$ cat src/rtl/reservation_station.sv
// Unified 5-entry reservation station.
// Holds renamed instruction packets until both source tags are ready, wakes tags from CDB
// broadcasts and issues at most one ready entry per cycle (lowest index first).
//
// Packet layout (PKT_W = 53 bits, MSB first):
//   [52:50] fu        ALU=0, MULT=1, LOAD=2, STORE=3, BRANCH=4
//   [49:18] inst      inst==0 is the no-op encoding (no allocation request)
//   [17:12] dest_tag  {reg_num[4:0], ready}
//   [11:6]  tag1      {reg_num[4:0], ready}
//   [5:0]   tag2      {reg_num[4:0], ready}
//
// Ports:
//   clock          system clock, all state on posedge
//   reset          asynchronous active-low reset
//   packet_in      incoming renamed packet
//   cdb_ready      CDB broadcast valid
//   cdb_tag        CDB tag {reg_num, ready}; only reg_num is compared
//   issue_enable   downstream FU can accept an instruction
//   free           per-entry release mask, applied at the next posedge
//   allocate_done  combinational: packet_in is written at the next posedge
//   ready_issue    registered: issued_packet/issue_index are valid
//   issued_packet  registered issued packet (zero when not issuing)
//   issue_index    registered entry index of the issued packet (zero when not issuing)
module reservation_station #(
  parameter int unsigned RS_SIZE = 5,
  parameter int unsigned IDX_W   = 5,
  parameter int unsigned PKT_W   = 53
) (
  input  logic               clock,
  input  logic               reset,
  input  logic [PKT_W-1:0]   packet_in,
  input  logic               cdb_ready,
  input  logic [5:0]         cdb_tag,
  input  logic               issue_enable,
  input  logic [RS_SIZE-1:0] free,
  output logic               allocate_done,
  output logic               ready_issue,
  output logic [PKT_W-1:0]   issued_packet,
  output logic [IDX_W-1:0]   issue_index
);

  localparam int unsigned InstLsb = 18;
  localparam int unsigned InstMsb = 49;
  localparam int unsigned T1Rdy   = 6;
  localparam int unsigned T2Rdy   = 0;

  logic [RS_SIZE-1:0] valid_q, valid_d;
  logic [PKT_W-1:0]   pkt_q [RS_SIZE];
  logic [PKT_W-1:0]   pkt_d [RS_SIZE];

  logic               ready_issue_q, ready_issue_d;
  logic [PKT_W-1:0]   issued_packet_q, issued_packet_d;
  logic [IDX_W-1:0]   issue_index_q, issue_index_d;

  logic               alloc_req;
  logic               alloc_hit;
  logic [IDX_W-1:0]   alloc_idx;
  logic               issue_hit;
  logic [IDX_W-1:0]   issue_idx;
  logic [RS_SIZE-1:0] eligible;

  // The ready bit of the CDB tag carries no meaning for wakeup.
  logic unused_cdb_tag_rdy;
  assign unused_cdb_tag_rdy = cdb_tag[0];

  // Set the ready bit of any source tag whose reg_num matches the broadcast.
  function automatic logic [PKT_W-1:0] wake(input logic [PKT_W-1:0] p, input logic cv,
                                            input logic [4:0] cn);
    logic [PKT_W-1:0] r;
    r = p;
    if (cv && (p[11:7] == cn)) r[T1Rdy] = 1'b1;
    if (cv && (p[5:1] == cn)) r[T2Rdy] = 1'b1;
    return r;
  endfunction

  // Allocation target and issue selection both look only at current state, so entries
  // released at this edge are not reused until the following cycle.
  always_comb begin
    alloc_req = (packet_in[InstMsb:InstLsb] != '0);
    alloc_hit = 1'b0;
    alloc_idx = '0;
    issue_hit = 1'b0;
    issue_idx = '0;
    eligible  = '0;
    for (int i = RS_SIZE - 1; i >= 0; i--) begin
      eligible[i] = valid_q[i] && pkt_q[i][T1Rdy] && pkt_q[i][T2Rdy] && !free[i];
      if (!valid_q[i]) begin
        alloc_hit = 1'b1;
        alloc_idx = i[IDX_W-1:0];
      end
      if (eligible[i]) begin
        issue_hit = issue_enable;
        issue_idx = i[IDX_W-1:0];
      end
    end
  end

  assign allocate_done = alloc_req && alloc_hit;

  always_comb begin
    valid_d = valid_q;
    for (int i = 0; i < RS_SIZE; i++) begin
      pkt_d[i] = pkt_q[i];
      if (free[i]) begin
        valid_d[i] = 1'b0;
      end else if (issue_hit && (issue_idx == i[IDX_W-1:0])) begin
        valid_d[i] = 1'b0;
      end else if (valid_q[i]) begin
        pkt_d[i] = wake(pkt_q[i], cdb_ready, cdb_tag[5:1]);
      end
      // Target is invalid in current state, so free/issue above cannot conflict with it.
      if (allocate_done && (alloc_idx == i[IDX_W-1:0])) begin
        valid_d[i] = 1'b1;
        pkt_d[i]   = wake(packet_in, cdb_ready, cdb_tag[5:1]);
      end
    end
  end

  always_comb begin
    ready_issue_d   = 1'b0;
    issued_packet_d = '0;
    issue_index_d   = '0;
    for (int i = 0; i < RS_SIZE; i++) begin
      if (issue_hit && (issue_idx == i[IDX_W-1:0])) begin
        ready_issue_d   = 1'b1;
        issued_packet_d = pkt_q[i];
        issue_index_d   = issue_idx;
      end
    end
  end

  always_ff @(posedge clock or negedge reset) begin
    if (!reset) begin
      valid_q         <= '0;
      ready_issue_q   <= 1'b0;
      issued_packet_q <= '0;
      issue_index_q   <= '0;
      for (int i = 0; i < RS_SIZE; i++) pkt_q[i] <= '0;
    end else begin
      valid_q         <= valid_d;
      ready_issue_q   <= ready_issue_d;
      issued_packet_q <= issued_packet_d;
      issue_index_q   <= issue_index_d;
      for (int i = 0; i < RS_SIZE; i++) pkt_q[i] <= pkt_d[i];
    end
  end

  assign ready_issue   = ready_issue_q;
  assign issued_packet = issued_packet_q;
  assign issue_index   = issue_index_q;

endmodule

$ cat config.mk
export PLATFORM = sky130hd
export DESIGN_NAME = reservation_station
export DESIGN_NICKNAME = d
export VERILOG_FILES = /design/src/rtl/reservation_station.sv
export SDC_FILE = /design/constraint.sdc
export NUM_CORES = 1
export LEC_CHECK = 0
export CAP_MARGIN = 10
export CORE_MARGIN = 2
export CORE_UTILIZATION = 55
export DETAILED_ROUTE_END_ITERATION = 8
export PLACE_DENSITY = 0.75
export SLEW_MARGIN = 0
export SYNTH_ARGS = -nofsm -noshare
export SYNTH_HDL_FRONTEND = slang
export SYNTH_SLANG_ARGS = --single-unit
$ cat constraint.sdc
create_clock -name clock -period 2.3 [get_ports clock]
set_clock_uncertainty 0.05 [all_clocks]
set_input_delay 0.46 -clock clock [delete_from_list [all_inputs] [get_ports clock]]
set_output_delay 0.46 -clock clock [all_outputs]
set_load 0.005 [all_outputs]
Word-level counts from Yosys, hierarchy flattened:

Cells that the tools add are included.

* equality and inequality tests: 30
* reductions and logical operators: 76
* muxes and demuxes: 82

Operators by type and width (number)
* $mux W53: 10
* $mux W7: 15
* $mux W5: 13
* $eq A5 B5 Y1: 12
* $mux W1: 42
* $reduce_and A4 Y1: 10
* $logic_and A1 B1 Y1: 38
* $reduce_bool A32 Y1: 1
* $reduce_bool A2 Y1: 15
* $eq A5 B2 Y1 const B: 4
* $reduce_bool A3 Y1: 5
* $ne A2 B1 Y1 const B: 7
* $eq A5 B1 Y1 const B: 2
* $eq A5 B3 Y1 const B: 2
* $logic_not A5 Y1: 2
* $mux W3: 2
* $ne A2 B2 Y1 const B: 3
* $logic_not A1 Y1: 5

* register bits: 329
* logic and storage cells: 211
* output and inout port bits: 60

Depth between registers and ports, before layout:

Gate-level depths: netlist of run 1.

* word-level depth: 15
* depth in mapped cells: 7
* depth with buffers taken out: 6

Least setup slack after synthesis of run 1:

No wires, ideal clock.

* kind: input port to flip-flop
* start: input packet_in[45]
* end: register pkt_q[205] in the netlist's numbering
* path buffers: 2
* cell stages on the path: 7
* arrival: 1848 ps
* setup slack: 278 ps
* setup time: 125 ps
* cell sequence: nor4_1 > nand4_1 > nor2_2 > nand4bb_1 > buf_2 > buf_4 > mux2_2

* cells in the longest elaborated chain, start to end: 3

RTL lines
* start, declared: line 31 `input logic [PKT_W-1:0] packet_in,`
* $reduce_bool A32 Y1: line 79 `alloc_req = (packet_in[InstMsb:InstLsb] != '0);`
* $logic_and A1 B1 Y1: line 98 `assign allocate_done = alloc_req && alloc_hit;`
* $logic_and A1 B1 Y1: line 112 `if (allocate_done && (alloc_idx == i[IDX_W-1:0])) begin`
* end, declared: line 48 `logic [PKT_W-1:0] pkt_q [RS_SIZE];`

Every way passes these cells.
A chain may end at the register's enable or synchronous reset.

Final worst setup path of run 1:

* start: input packet_in[28]
* end: output allocate_done

* cells in the longest elaborated chain, start to end: 2

RTL lines
* $reduce_bool A32 Y1: line 79
* $logic_and A1 B1 Y1: line 98
* end, declared: line 36 `output logic allocate_done,`

Every way passes these cells.

==> summary.txt, run 1 <==
Run status
  • Status: finished clean

CTS
  • Clock network latency to the later pin of the worst-skew pair: 0.52 ns
  • Sink Count: between 300 and 400
  • CTS H-tree lvls: 2
  • Total CTS buffers: 35
  • TritonCTS clock tree: done
  • Root Buffer: clkbuf_16
  • Clock Path Buffers: 3
  • Worst-path clk slew: 0.06 ns

Cells and area
  • Fillcell total: between 1,500 and 2,000
  • Area Overhead vs Synth: 25.6%
  • Fraction of final layout cells with drive strength greater than 1: 32.5%
  • Layout net count: 1,388
  • Final Util: between 60 and 70%

Floorplan
  • Die Span X: around 170 µm
  • DIE AREA: 27,400 µm²
  • Core area: 25,800 µm²
  • # IOs: 128
  • Initial Util: 55.5%
  • Die Ht: 165 µm
  • Row cnt: 59

Timing
  • Worst slew pin tran: 0.584 ns
  • Period Utilization, post-route: a little under 100%
  • Max Transition Viols Final: 0
  • Slew Limit Headroom: 60.9%
  • RSZ-0062 raised after global routing: no
  • Minimum clock period: about 2.3 ns
  • WHS: 0.245 ns
  • Final Setup Violations: 0
  • Final Hold Viols: 0
  • Max Freq: 0.439 GHz

Setup path
  • Critical Path Sink Type: output port
  • Worst path max stage delay: 0.47 ns
  • CP top delay family: simple AND/OR/NAND/NOR gates
  • Critical Path Fanout Max: 2
  • Crit path required time: 1.79 ns
  • Startpoint class of the critical path: primary input
  • Crit path DAT: about 1.8 ns
  • Crit path cell chain: clkdlybuf4s50_1, nor4_2, nand4_1, nor2_4, a21oi_2, buf_2
  • Critical path class: in -> out
  • Crit-path slowest cell: clkdlybuf4s50_1
  • WP buf/inv: 2

Detailed routing
  • Routed via count: between 9,000 and 10,000
  • Detail Route Antenna Nets: 0
  • Final WL: approximately 35 mm
  • DRC Markers: 0
  • Vias per cell: about 5.8
  • WL/cell: 20.9 µm
  • Number of iterations in the first detailed-routing pass: 5
  • Detailed Route Iter0 Violations: 720

Global routing
  • Gr usage total: 26.4%
  • Vias in the first global route: 10,100
  • Grt total ovfl: 0
  • Global-route wire length before repair: 55.5 mm
  • Largest net degree at the start of global routing: 67
  • Initial antenna violation count: 2

Synthesis
  • Mapped Cells: roughly 1,100
  • Sequential fraction of the synthesis area: 57.1%
  • Most frequent cells after synthesis: 327 x dfrtp_1, 208 x mux2_2, 157 x nor2_1
  • Count of cell types in the netlist: 42
  • Yosys top cell area share: ~57%
  • Post-synth top area cell: dfrtp_1
  • Post-synth EDFFs: 0
  • Post-Syn Area: 14,300 µm²
  • Main flop type after synthesis: dfrtp_1
  • #FFs+latches synth: 327
  • Yosys warns: 0
  • Post-synthesis compound-gate area fraction: 5.72%
  • Mux share of post-synthesis cell area: approximately 22%
  • Top post-synthesis cells by area: dfrtp_1 57%, mux2_2 16%, mux2_4 4.9%, nor2_1 4.1%, a221oi_1 3.1%
  • XOR/XNOR Fraction of Synth Area: 3.67%
  • Post-synthesis async set-or-reset flop share: 100%
  • Synth Area in Simple Gates: a little over 8%
  • Most frequent cell after synthesis: dfrtp_1
  • Synthesized area per cell: 12.8 µm²
  • Adder-cell share of the synthesized area: 0%
  • Largest family of logic cells by synthesized area: multiplexers

Pwr
  • Pleak: 8.17 nW
  • P per Cell Area: 1270 nW/µm²
  • Peak supply drop: 0.857 mV

Run
  • Max_cap viols: 0

Place
  • IO buf count: 124
  • Dpl hpwl: 22.5 mm
  • Routability Congestion: just over 0.8

Hold path
  • Hold Path Class: in -> reg
-- final cells by class --
cell class | count | area [µm²] | share of cell area, %
diodes | 2 | 5.00 | 0.0278
multi-input cells | 718 | 5790 | 32.2
repair buffers | 232 | 2420 | 13.5
clock inverters | 10 | 120 | 0.667
flip-flops and latches | 327 | 8180 | 45.5
well taps | 335 | 419 | 2.33
clock buffers | 53 | 1030 | 5.75
inverters | 6 | 22.5 | 0.125
-- worst paths after layout --
path                                        start  cells past startpoint  slack [ns]                           to
min in group asynchronous                   reset                      2        0.43   issued_packet[7]$_DFF_PN0_
max in group asynchronous                   reset                      3        1.03  issued_packet[46]$_DFF_PN0_
max reg2reg                valid_q[1]$_DFFE_PN0P_                      7        0.27   issued_packet[1]$_DFF_PN0_
min                                 packet_in[39]                      2        0.24        pkt_q[39]$_DFFE_PN0N_
min reg2reg                 pkt_q[37]$_DFFE_PN0N_                      2        0.43  issued_packet[37]$_DFF_PN0_
max                                 packet_in[28]                      6        0.02                allocate_done
-- power breakdown --
group	internal, W	total (W)	leakage, nW	switching [W]
logic	0.00438	0.00717	3.58	0.00279
clock network	0.00335	0.00561	0.561	0.00226
registers	0.00845	0.0101	4.02	0.00166
total	0.0162	0.0229	8.17	0.00671
-- routing by layer --
| layer | vias to the layer above | GRT usage [%] | share of wire, % |
|---|---|---|---|
| met5 | - | 0 | 0.037 |
| met2 | 287 | 45.0 | 50 |
| li1 | 4349 | - | - |
| met4 | 2 | 7.29 | 2.5 |
| met1 | 5003 | 35.4 | 42 |
| met3 | 69 | 4.25 | 5.2 |
-- logic make-up (layout without fill, tap and decap cells) --
family                    after synthesis  count (layout)
other                                   1               4
AOI/OAI and AO/OA                     122             122
DFF                                   327             327
muxes                                 265             265
and+or+nand+nor                       269             269
buffers and inverters                  75             301
xor gates and xnor gates               60              60
-- repair_timing --
action	4_1_cts	5_1_grt
resized for setup	42	6
hold endpoints to repair	49	0
pin swaps	11	5
buffers inserted	1	0
hold buffers	1	0
setup endpoints to repair	254	77
-- state kept, by name, summed over array words and instances, names as in the netlist --
register / cells
valid_q: 5
issue_index: 3
issued_packet: 53
pkt_q: 265
ready_issue: 1
-- stage by stage --
step / setup TNS (ns) / setup WS [ns] / std cells / cell area [µm²] / total power [W]
floorplan: 0 / 0.278 / 1120 / 14300 / 0.0148
global placement: -160.70 / -0.697 / 1616 / 16800 / 0.0169
detailed placement: -172.23 / -0.707 / 1616 / 16800 / 0.0173
CTS: 0 / 0.00432 / 1681 / 18000 / 0.0230
global route: 0 / 0.00578 / 1681 / 18000 / 0.0240
finish: 0 / 0.0200 / 1683 / 18000 / 0.0229
-- layout by cell type, fill, tap and decap left out, types with 26 or more instances in the layout --
master,netlist,layout
clkdlybuf4s50_1,0,92
buf_4,18,74
nor2_1,157,155
nand2_1,62,62
dlygate4sd2_1,0,27
xnor2_1,26,26
mux2_4,47,47
xor2_1,34,34
a221oi_1,50,50
mux2_2,208,208
dfrtp_1,327,327
clkbuf_16,0,36
buf_12,5,32
o21ai_0,55,55
No activity file was read; power rests on OpenSTA's default activity.
==> inputs of run 2 (changes only) <==
SLEW_MARGIN = 20   (was 0)
==> results of run 2 <==
The final DEF is identical to that of run 1; final timing and power are the same.
